<file path="src/rtl/fetch_pkg.sv">
// -----------------------------------------------------------------------------
// fetch_pkg
// Shared constants, state/action enums and small address helpers for the
// instruction fetch stage.
//
// Contents:
//   TEXT_BASE   byte address of instruction word 0
//   IMEM_AW     instruction memory word-address width
//   NOP_INSTR   encoding inserted into IF/ID as a bubble (sll $0,$0,0)
//   TEXT_BYTES  size of the text segment in bytes
//   fetch_state_e  BOOT / RUN / HALT
//   fetch_act_e    per-edge action chosen by the PC priority logic
//   word_index()   PC word field -> instruction memory word address
//   in_text()      byte address lies inside the text segment
//
// Optional feature macro used by the stage: IF_FAULT_CHECK_EN
// -----------------------------------------------------------------------------
package fetch_pkg;

   localparam logic [31:0] TEXT_BASE  = 32'h0000_3000;
   localparam int          IMEM_AW    = 10;
   localparam logic [31:0] NOP_INSTR  = 32'h0000_0000;
   localparam logic [31:0] TEXT_BYTES = 32'd4 << IMEM_AW;

   typedef enum logic [1:0] {
      BOOT,
      RUN,
      HALT
   } fetch_state_e;

   // One action per clock edge; the IF/ID register and FSM key off this.
   typedef enum logic [2:0] {
      ACT_IDLE,
      ACT_HALT,
      ACT_FAULT,
      ACT_REDIRECT,
      ACT_STALL,
      ACT_ADVANCE
   } fetch_act_e;

   // TEXT_BASE has zero low bits, so subtracting only the word field of the
   // base from the word field of the PC gives the wrapped word offset.
   function automatic logic [IMEM_AW-1:0] word_index(input logic [IMEM_AW-1:0] pc_word);
      return pc_word - TEXT_BASE[IMEM_AW+1:2];
   endfunction

   // Unsigned compare after rebasing also rejects addresses below TEXT_BASE.
   function automatic logic in_text(input logic [31:0] byte_addr);
      return (byte_addr - TEXT_BASE) < TEXT_BYTES;
   endfunction

endpackage

</file>
<file path="src/rtl/instruction_fetch_if.sv">
// -----------------------------------------------------------------------------
// instruction_fetch_if
// Bundles the instruction memory bus and the IF/ID pipeline register outputs.
//
// Signals:
//   imem_addr    word address to instruction memory
//   imem_data    instruction word, combinational from imem_addr
//   if_valid     IF/ID holds a live instruction
//   if_pc        byte PC of if_instr
//   if_pc_plus4  if_pc + 4
//   if_instr     registered instruction
//
// Modports:
//   master  fetch stage (drives address and IF/ID, receives memory data)
//   slave   memory / decode side
// -----------------------------------------------------------------------------
interface instruction_fetch_if;
   import fetch_pkg::*;

   logic [IMEM_AW-1:0] imem_addr;
   logic [31:0]        imem_data;
   logic               if_valid;
   logic [31:0]        if_pc;
   logic [31:0]        if_pc_plus4;
   logic [31:0]        if_instr;

   modport master (
      output imem_addr,
      output if_valid,
      output if_pc,
      output if_pc_plus4,
      output if_instr,
      input  imem_data
   );

   modport slave (
      input  imem_addr,
      input  if_valid,
      input  if_pc,
      input  if_pc_plus4,
      input  if_instr,
      output imem_data
   );

endinterface

</file>
<file path="src/rtl/fetch_pc_reg.sv">
// -----------------------------------------------------------------------------
// fetch_pc_reg
// Program counter register, next-PC mux and the per-edge priority decision
// (halt > [fault] > redirect > stall > advance).
//
// Ports:
//   clk, rst_n      clock, synchronous active-low reset
//   active          fetch is not halted; when low the PC is frozen
//   halt_req        stop fetching
//   redirect_valid  load redirect_pc as next PC
//   redirect_pc     byte target of branch/jump/jr
//   stall           hold PC
//   pc_q            current fetch PC (byte address)
//   imem_addr       word address of pc_q within the text segment
//   act             action taken on the coming edge
//
// Macro IF_FAULT_CHECK_EN: misaligned or out-of-text redirect targets and an
// out-of-text sequential PC produce ACT_FAULT instead of being fetched.
// -----------------------------------------------------------------------------
module fetch_pc_reg
   import fetch_pkg::*;
(
   input  logic               clk,
   input  logic               rst_n,
   input  logic               active,
   input  logic               halt_req,
   input  logic               redirect_valid,
   input  logic [31:0]        redirect_pc,
   input  logic               stall,
   output logic [31:0]        pc_q,
   output logic [IMEM_AW-1:0] imem_addr,
   output fetch_act_e         act
);

   logic [31:0] pc_d;

`ifdef IF_FAULT_CHECK_EN
   logic fault_hit;
`endif

   // Out-of-range addresses simply wrap onto the memory here.
   assign imem_addr = word_index(pc_q[IMEM_AW+1:2]);

   // Priority decision and next-PC selection. A frozen PC (halt, fault, stall,
   // idle) is the default; only redirect and advance move it.
   always_comb begin
      act  = ACT_IDLE;
      pc_d = pc_q;
`ifdef IF_FAULT_CHECK_EN
      // A redirect replaces the current PC, so only its target matters then.
      fault_hit = redirect_valid ? ((redirect_pc[1:0] != 2'b00) || !in_text(redirect_pc))
                                 : !in_text(pc_q);
`endif
      if (!active) begin
         act = ACT_IDLE;
      end else if (halt_req) begin
         act = ACT_HALT;
`ifdef IF_FAULT_CHECK_EN
      end else if (fault_hit) begin
         act = ACT_FAULT;
`endif
      end else if (redirect_valid) begin
         act  = ACT_REDIRECT;
         pc_d = redirect_pc & ~32'h0000_0003;
      end else if (stall) begin
         act = ACT_STALL;
      end else begin
         act  = ACT_ADVANCE;
         pc_d = pc_q + 32'd4;
      end
   end

   // PC register.
   always_ff @(posedge clk) begin
      if (!rst_n) begin
         pc_q <= TEXT_BASE;
      end else begin
         pc_q <= pc_d;
      end
   end

endmodule

</file>
<file path="src/rtl/instruction_fetch.sv">
// -----------------------------------------------------------------------------
// instruction_fetch
// Fetch stage: owns the PC (via fetch_pc_reg), drives the instruction memory
// word address, and registers the returned instruction into IF/ID. Handles
// sequential fetch, redirects, stalls, flushes and halt. No delay slot.
//
// Ports:
//   clk, rst_n      clock, synchronous active-low reset
//   stall           hold PC and IF/ID
//   flush           squash the instruction being captured into IF/ID
//   redirect_valid  load redirect_pc as next PC (one bubble follows)
//   redirect_pc     byte target of branch/jump/jr
//   halt_req        stop fetching until reset
//   bus             instruction_fetch_if.master: imem_addr/imem_data and
//                   if_valid/if_pc/if_pc_plus4/if_instr
//   halted          fetch is in HALT
//   fetch_fault     sticky fault flag
//
// Macro IF_FAULT_CHECK_EN: when defined, a misaligned or out-of-text redirect
// target or fetch PC sets fetch_fault and halts with a bubble. When undefined
// fetch_fault is tied low and addresses wrap.
// -----------------------------------------------------------------------------
module instruction_fetch
   import fetch_pkg::*;
(
   input  logic                       clk,
   input  logic                       rst_n,
   input  logic                       stall,
   input  logic                       flush,
   input  logic                       redirect_valid,
   input  logic [31:0]                redirect_pc,
   input  logic                       halt_req,
   instruction_fetch_if.master        bus,
   output logic                       halted,
   output logic                       fetch_fault
);

   fetch_state_e       state_q, state_d;
   logic               if_valid_q, if_valid_d;
   logic [31:0]        if_pc_q, if_pc_d;
   logic [31:0]        if_pc_plus4_q, if_pc_plus4_d;
   logic [31:0]        if_instr_q, if_instr_d;

   logic [31:0]        pc_q;
   logic [IMEM_AW-1:0] imem_addr;
   fetch_act_e         act;
   logic               bubble;

   fetch_pc_reg u_pc_reg (
      .clk            (clk),
      .rst_n          (rst_n),
      .active         (state_q != HALT),
      .halt_req       (halt_req),
      .redirect_valid (redirect_valid),
      .redirect_pc    (redirect_pc),
      .stall          (stall),
      .pc_q           (pc_q),
      .imem_addr      (imem_addr),
      .act            (act)
   );

   assign bus.imem_addr   = imem_addr;
   assign bus.if_valid    = if_valid_q;
   assign bus.if_pc       = if_pc_q;
   assign bus.if_pc_plus4 = if_pc_plus4_q;
   assign bus.if_instr    = if_instr_q;
   assign halted          = (state_q == HALT);

   // FSM next state and IF/ID update. A bubble clears valid and the
   // instruction but leaves if_pc/if_pc_plus4 at their last values. A flush
   // under stall still bubbles IF/ID even though the PC holds.
   always_comb begin
      state_d       = state_q;
      if_valid_d    = if_valid_q;
      if_pc_d       = if_pc_q;
      if_pc_plus4_d = if_pc_plus4_q;
      if_instr_d    = if_instr_q;
      bubble        = 1'b0;

      case (act)
         ACT_HALT,
         ACT_FAULT: begin
            bubble  = 1'b1;
            state_d = HALT;
         end
         ACT_REDIRECT: begin
            bubble  = 1'b1;
            state_d = RUN;
         end
         ACT_STALL: begin
            bubble = flush;
         end
         ACT_ADVANCE: begin
            state_d = RUN;
            if (flush) begin
               bubble = 1'b1;
            end else begin
               if_valid_d    = 1'b1;
               if_pc_d       = pc_q;
               if_pc_plus4_d = pc_q + 32'd4;
               if_instr_d    = bus.imem_data;
            end
         end
         default: begin
         end
      endcase

      if (bubble) begin
         if_valid_d = 1'b0;
         if_instr_d = NOP_INSTR;
      end
   end

   // State and IF/ID registers.
   always_ff @(posedge clk) begin
      if (!rst_n) begin
         state_q       <= BOOT;
         if_valid_q    <= 1'b0;
         if_pc_q       <= 32'h0000_0000;
         if_pc_plus4_q <= 32'h0000_0000;
         if_instr_q    <= NOP_INSTR;
      end else begin
         state_q       <= state_d;
         if_valid_q    <= if_valid_d;
         if_pc_q       <= if_pc_d;
         if_pc_plus4_q <= if_pc_plus4_d;
         if_instr_q    <= if_instr_d;
      end
   end

`ifdef IF_FAULT_CHECK_EN
   logic fault_q, fault_d;

   // Sticky until reset.
   always_comb begin
      fault_d = fault_q | (act == ACT_FAULT);
   end

   always_ff @(posedge clk) begin
      if (!rst_n) begin
         fault_q <= 1'b0;
      end else begin
         fault_q <= fault_d;
      end
   end

   assign fetch_fault = fault_q;
`else
   assign fetch_fault = 1'b0;
`endif

endmodule

</file>
<file path="src/flat_wrapper.sv">
// flat-port wrapper written by rule: the top's interface ports become plain ports
module instruction_fetch_flat import fetch_pkg::*;
  (clk, rst_n, stall, flush, redirect_valid, redirect_pc, halt_req, halted, fetch_fault, bus_imem_addr, bus_if_valid, bus_if_pc, bus_if_pc_plus4, bus_if_instr, bus_imem_data);
  instruction_fetch_if bus_i ();
  input  logic clk;
  input  logic rst_n;
  input  logic stall;
  input  logic flush;
  input  logic redirect_valid;
  input  logic [31:0] redirect_pc;
  input  logic halt_req;
  output logic halted;
  output logic fetch_fault;
  output wire logic [$bits(bus_i.imem_addr)-1:0] bus_imem_addr;
  output wire logic [$bits(bus_i.if_valid)-1:0] bus_if_valid;
  output wire logic [$bits(bus_i.if_pc)-1:0] bus_if_pc;
  output wire logic [$bits(bus_i.if_pc_plus4)-1:0] bus_if_pc_plus4;
  output wire logic [$bits(bus_i.if_instr)-1:0] bus_if_instr;
  input wire logic [$bits(bus_i.imem_data)-1:0] bus_imem_data;
  assign bus_imem_addr = bus_i.imem_addr;
  assign bus_if_valid = bus_i.if_valid;
  assign bus_if_pc = bus_i.if_pc;
  assign bus_if_pc_plus4 = bus_i.if_pc_plus4;
  assign bus_if_instr = bus_i.if_instr;
  assign bus_i.imem_data = bus_imem_data;
  instruction_fetch u_core (.clk(clk), .rst_n(rst_n), .stall(stall), .flush(flush), .redirect_valid(redirect_valid), .redirect_pc(redirect_pc), .halt_req(halt_req), .bus(bus_i), .halted(halted), .fetch_fault(fetch_fault));
endmodule
</file>
<file path="config.mk">
export PLATFORM = sky130hd
export DESIGN_NAME = instruction_fetch_flat
export DESIGN_NICKNAME = d
export VERILOG_FILES = /design/src/rtl/fetch_pkg.sv /design/src/rtl/instruction_fetch_if.sv /design/src/rtl/fetch_pc_reg.sv /design/src/rtl/instruction_fetch.sv /design/src/flat_wrapper.sv
export SDC_FILE = /design/constraint.sdc
export NUM_CORES = 1
export LEC_CHECK = 0
export ABC_AREA = 1
export CORE_ASPECT_RATIO = 1.2
export CORE_MARGIN = 3
export CORE_UTILIZATION = 50
export DETAILED_ROUTE_END_ITERATION = 10
export GPL_TIMING_DRIVEN = 0
export PLACE_DENSITY = 0.86
export SLEW_MARGIN = 5
export SYNTH_ARGS = -nofsm -noshare
export SYNTH_HDL_FRONTEND = slang
export SYNTH_SLANG_ARGS = --single-unit
</file>
<file path="constraint.sdc">
create_clock -name clk -period 3.2 [get_ports clk]
set_input_delay 0.64 -clock clk [delete_from_list [all_inputs] [get_ports clk]]
set_output_delay 0.64 -clock clk [all_outputs]
set_load 0.1 [all_outputs]
</file>
# == Word-level counts from Yosys, hierarchy flattened ==
# Cells that the tools add are included.
# word_totals
register_bits,131
out_inout_bits,109
wordCells,34
# classes
n_addsub,1
n_eq_ne,8
n_mux,9
bitwise_logic,3
n_reduce_logical,7
# ops
op,count
32-bit 2-to-1 mux,2
"32-bit by 3-bit adder with 32-bit output, second input constant",1
3-bit 2-to-1 mux,3
"3-bit by 2-bit equality test with 1-bit output, second input constant",2
"3-bit equality test, second input constant",2
2-bit OR reduction,3
2-bit case mux with 2 select lines,1
"3-bit by 1-bit equality test with 1-bit output, second input constant",1
1-bit inverter,3
1-bit case mux with 3 select lines,1
3-bit AND reduction,1
3-bit OR reduction,1
"2-bit equality test, second input constant",1
1-bit 2-to-1 mux,2
"2-bit by 1-bit inequality test with 1-bit output, second input constant",1
"2-bit inequality test, second input constant",1
2-bit AND reduction,1
2-bit nonzero test,1

# == Longest topological paths before layout ==
# depth
depth_word,8
ltp_mapped,10
depth_no_buf,10

# == Modules after synthesis ==
# Synthesis repeated with hierarchy kept, for this count alone.
# hier_totals
cells_unflattened,1034
hier_area_um2,6572.6
# by_module_without_submodules
module,instances,cells_per_inst,area_per_inst_um2,seq_area_each_um2
instruction_fetch,1,624,4237.8,1941.9
fetch_pc_reg,1,410,2334.7,600.6

# == Worst setup path before layout ==
# No wires, ideal clock.
# synth_timing
path_type,register to output
from,register u_core.state_q[0]
to,output port halted
t_arrival_ps,1077
required_ps,2560
path_slack_ps,1483
stages_incl_launch_ff,4
path_buffers,0
cell_sequence,dfxtp_1 > inv_1 > nand2_1 > inv_1
# synth_via
elab_chain_len,1
# synth_rtl
element,line,rtl
start: declaration,instruction_fetch.sv:38,"fetch_state_e state_q, state_d;"
start signal: assignment,instruction_fetch.sv:123,state_q <= state_d;
2-bit equality test,instruction_fetch.sv:67,assign halted = (state_q == HALT);
end: declaration,flat_wrapper.sv:12,output logic halted;
# No other way between the ends.

# == Final worst setup path ==
# layout_timing
from,register u_core.u_pc_reg.pc_q[4]
to,output port bus_imem_addr[2]
# layout_lines
element,line,rtl
start: declaration,fetch_pc_reg.sv:30,"output logic [31:0] pc_q,"
start signal: assignment,fetch_pc_reg.sv:78,pc_q <= pc_d;
end: declaration,flat_wrapper.sv:14,output wire logic [$bits(bus_i.imem_addr)-1:0] bus_imem_addr;
# No word-level cell between the ends.

==> run_results.csv <==
group,metric,value,unit
status,status,"finished clean",
timing,post-route-period-util,88.6,%
global_routing,grt_pass1_wl,27600,um
placement,dpl.hpwl,13100,um
pwr,power.density,551,nW/um2
timing,relSlewSlack,31.4,%
synth,synth_top_area_share,44.9,%
timing,max_freq,0.353,GHz
placement,place_inst,1084,
timing,post-route-min-period,2.84,ns
global_routing,grt_max_degree,17,
global_routing,grt_pass1_vias,5596,
finish,final_common_cell,"nor2_1",
floorplan,design.die.area,12500,um2
finish,diodes,0,
detailed_routing,avgViaCountPerCell,5.38,
floorplan,fp.dieH,122,um
finish,nFillCells,849,
floorplan,start_util,52.0,%
global_routing,overflow,0,
critical_path,critPathMaxFanout,7,
timing,rsz0062_at_grt,"no",
detailed_routing,wl_per_cell,16.2,um
synth,syn-cell-area,5580,um2
cts,htreeDepth,4,
detailed_routing,dr.pass1.iters,6,
synth,ys_ff_latch,125,
cts,cts_root_buf,"clkbuf_16",
pwr,p_leak,0.00342,uW
finish,final_cell_count_no_fill,1114,
critical_path,path_class,"flip-flop to primary output",
cts,ctsHoldBuffers,0,
synth,ys_seq_area_share,44.9,%
critical_path,cp.arrival,2.20,ns
global_routing,gr-usage-all-layers,28.6,%
critical_path,reg2reg_slack,1.33,ns
placement,place_area,7440,um2
timing,worstMarginPinSlew,1.03,ns
pwr,ir_drop,0.000389,V
finish,final_area,8010,um2
pwr,power,4410,uW
synth,yosys.area.top_type,"dfxtp_1",
finish,drive_gt1_share,9.75,%
detailed_routing,vias,5993,
cts,ctsResizeCount,0,
cts,clk_pin_slew,0.05,ns
floorplan,ios,179,
synth,syn_inst,782,
critical_path,cp-end-kind,"primary output",
finish,nNetsFinal,1045,
detailed_routing,drtIter0Drc,454,
timing,fin_setup_tns,0,ns
timing,setup_violations,0,
synth,yosys.cell_types.count,34,
synth,synth.avg_cell_area,7.13,um2
cts,clock_latency,0.42,ns
timing,whs,0.459,ns
detailed_routing,drcViolationCount,0,
floorplan,coreArea,10700,um2
synth,synth_area_leaders,"dfxtp_1 45%, nor2_1 12%, o21ai_0 10%",
timing,hold_viol,0,
placement,gp_congestion,0.981,
floorplan,rows,41,
detailed_routing,wl,18000,um
cts,clk_path_buf_depth,2,
synth,ys_warn_count,0,
floorplan,die_x,102,um
flow_run,cap_viol_max_count,0,
min_path,hold_class,"flip-flop to flip-flop",
timing,slew_viol_final,0,
finish,area_growth_syn_to_layout,43.6,%
detailed_routing,drt.antenna.violating_nets,0,
cts,post_cts_buffers,0,
finish,layout_common_cells,"177 x nor2_1, 169 x clkdlybuf4s50_1, 125 x dfxtp_1",
cts,numCtsBuffers,17,
timing,finClkSkew,0.00976,ns
placement,io_buffers,169,
critical_path,start_kind,"flip-flop",
critical_path,cp.required,2.56,ns
global_routing,antenna_found_initial,0,
cts,cts_tree,"yes",
cts,clock_sinks,125,
==> logic make-up after synthesis <==
logic type | synth area share, %
and+or+nand+nor | 25.1
AOI/OAI and AO/OA | 18.7
DFF | 44.9
buffers and inverters | 8.84
xor gates and xnor gates | 2.18
adders and majority gates | 0.224
other | 0.0672
==> sequential cells by signal, summed over array words and instances, names as in the netlist <==
| signal | flops |
|---|---|
| u_core.bus.if_instr | 32 |
| u_core.bus.if_pc_plus4 | 30 |
| u_core.bus.if_pc | 30 |
| u_core.state_q | 2 |
| u_core.u_pc_reg.pc_q | 30 |
| u_core.bus.if_valid | 1 |
==> layout make-up <==
| class | instances | area [um2] | area share [%] |
|---|---|---|---|
| inverter | 45 | 169 | 2.11 |
| clock buffer | 24 | 502 | 6.27 |
| buffer | 59 | 324 | 4.05 |
| multi-input combinational | 557 | 2600 | 32.4 |
| clock inverter | 6 | 60.1 | 0.750 |
| tap | 129 | 161 | 2.02 |
| timing repair buffer | 169 | 1690 | 21.1 |
| sequential | 125 | 2500 | 31.3 |
==> metrics by stage <==
step           setup WS, ns  utilization, %
2_1_floorplan          1.48               -
3_3_place_gp          0.808            69.4
3_5_place_dp          0.804            69.4
4_1_cts               0.365            74.7
5_1_grt               0.321            74.7
6_report              0.365            74.7
==> worst paths after layout <==
| path | start | cells past startpoint | to |
|---|---|---|---|
| setup / recovery | u_core.u_pc_reg.pc_q[4] | 2 | bus_imem_addr[2] |
| hold / removal | u_core.state_q[0] | 2 | u_core.state_q[0] |
| setup reg to reg | u_core.u_pc_reg.pc_q[2] | 7 | u_core.u_pc_reg.pc_q[16] |
| hold reg to reg | u_core.state_q[0] | 2 | u_core.state_q[0] |
==> metal layers <==
layer	vias to the layer above	part of all wire, %	global-route usage [%]
li1	2892	-	-
met1	2729	39	33.1
met2	330	49	49.8
met3	42	9.1	7.22
met4	0	2.9	11.6
met5	-	0	0
==> worst max-delay path: stages (launching register included) <==
cell,delay (ns)
dfxtp_1,0.50
buf_4,0.17
clkdlybuf4s50_1,1.11
==> cell usage after synthesis, drive strengths merged <==
| master | count |
|---|---|
| nor2 | 190 |
| dfxtp | 125 |
| o21ai | 122 |
| nand2 | 119 |
| a21oi | 77 |
| inv | 45 |
| buf | 44 |
| nand3 | 17 |
| clkbuf | 15 |
| xor2 | 8 |
| xnor2 | 5 |
| and2 | 3 |
| nand3b | 3 |
| o211ai | 3 |
| a21o | 1 |
| conb | 1 |
| ha | 1 |
| nand4 | 1 |
| o21a | 1 |
| o31ai | 1 |
==> report_power, final <==
part           total (uW)  switching, uW  internal (uW)
combinational         881            627            254
sequential           1700           67.8           1630
clock                1830            671           1160
Note: power is estimated with default switching activity, not from simulation.
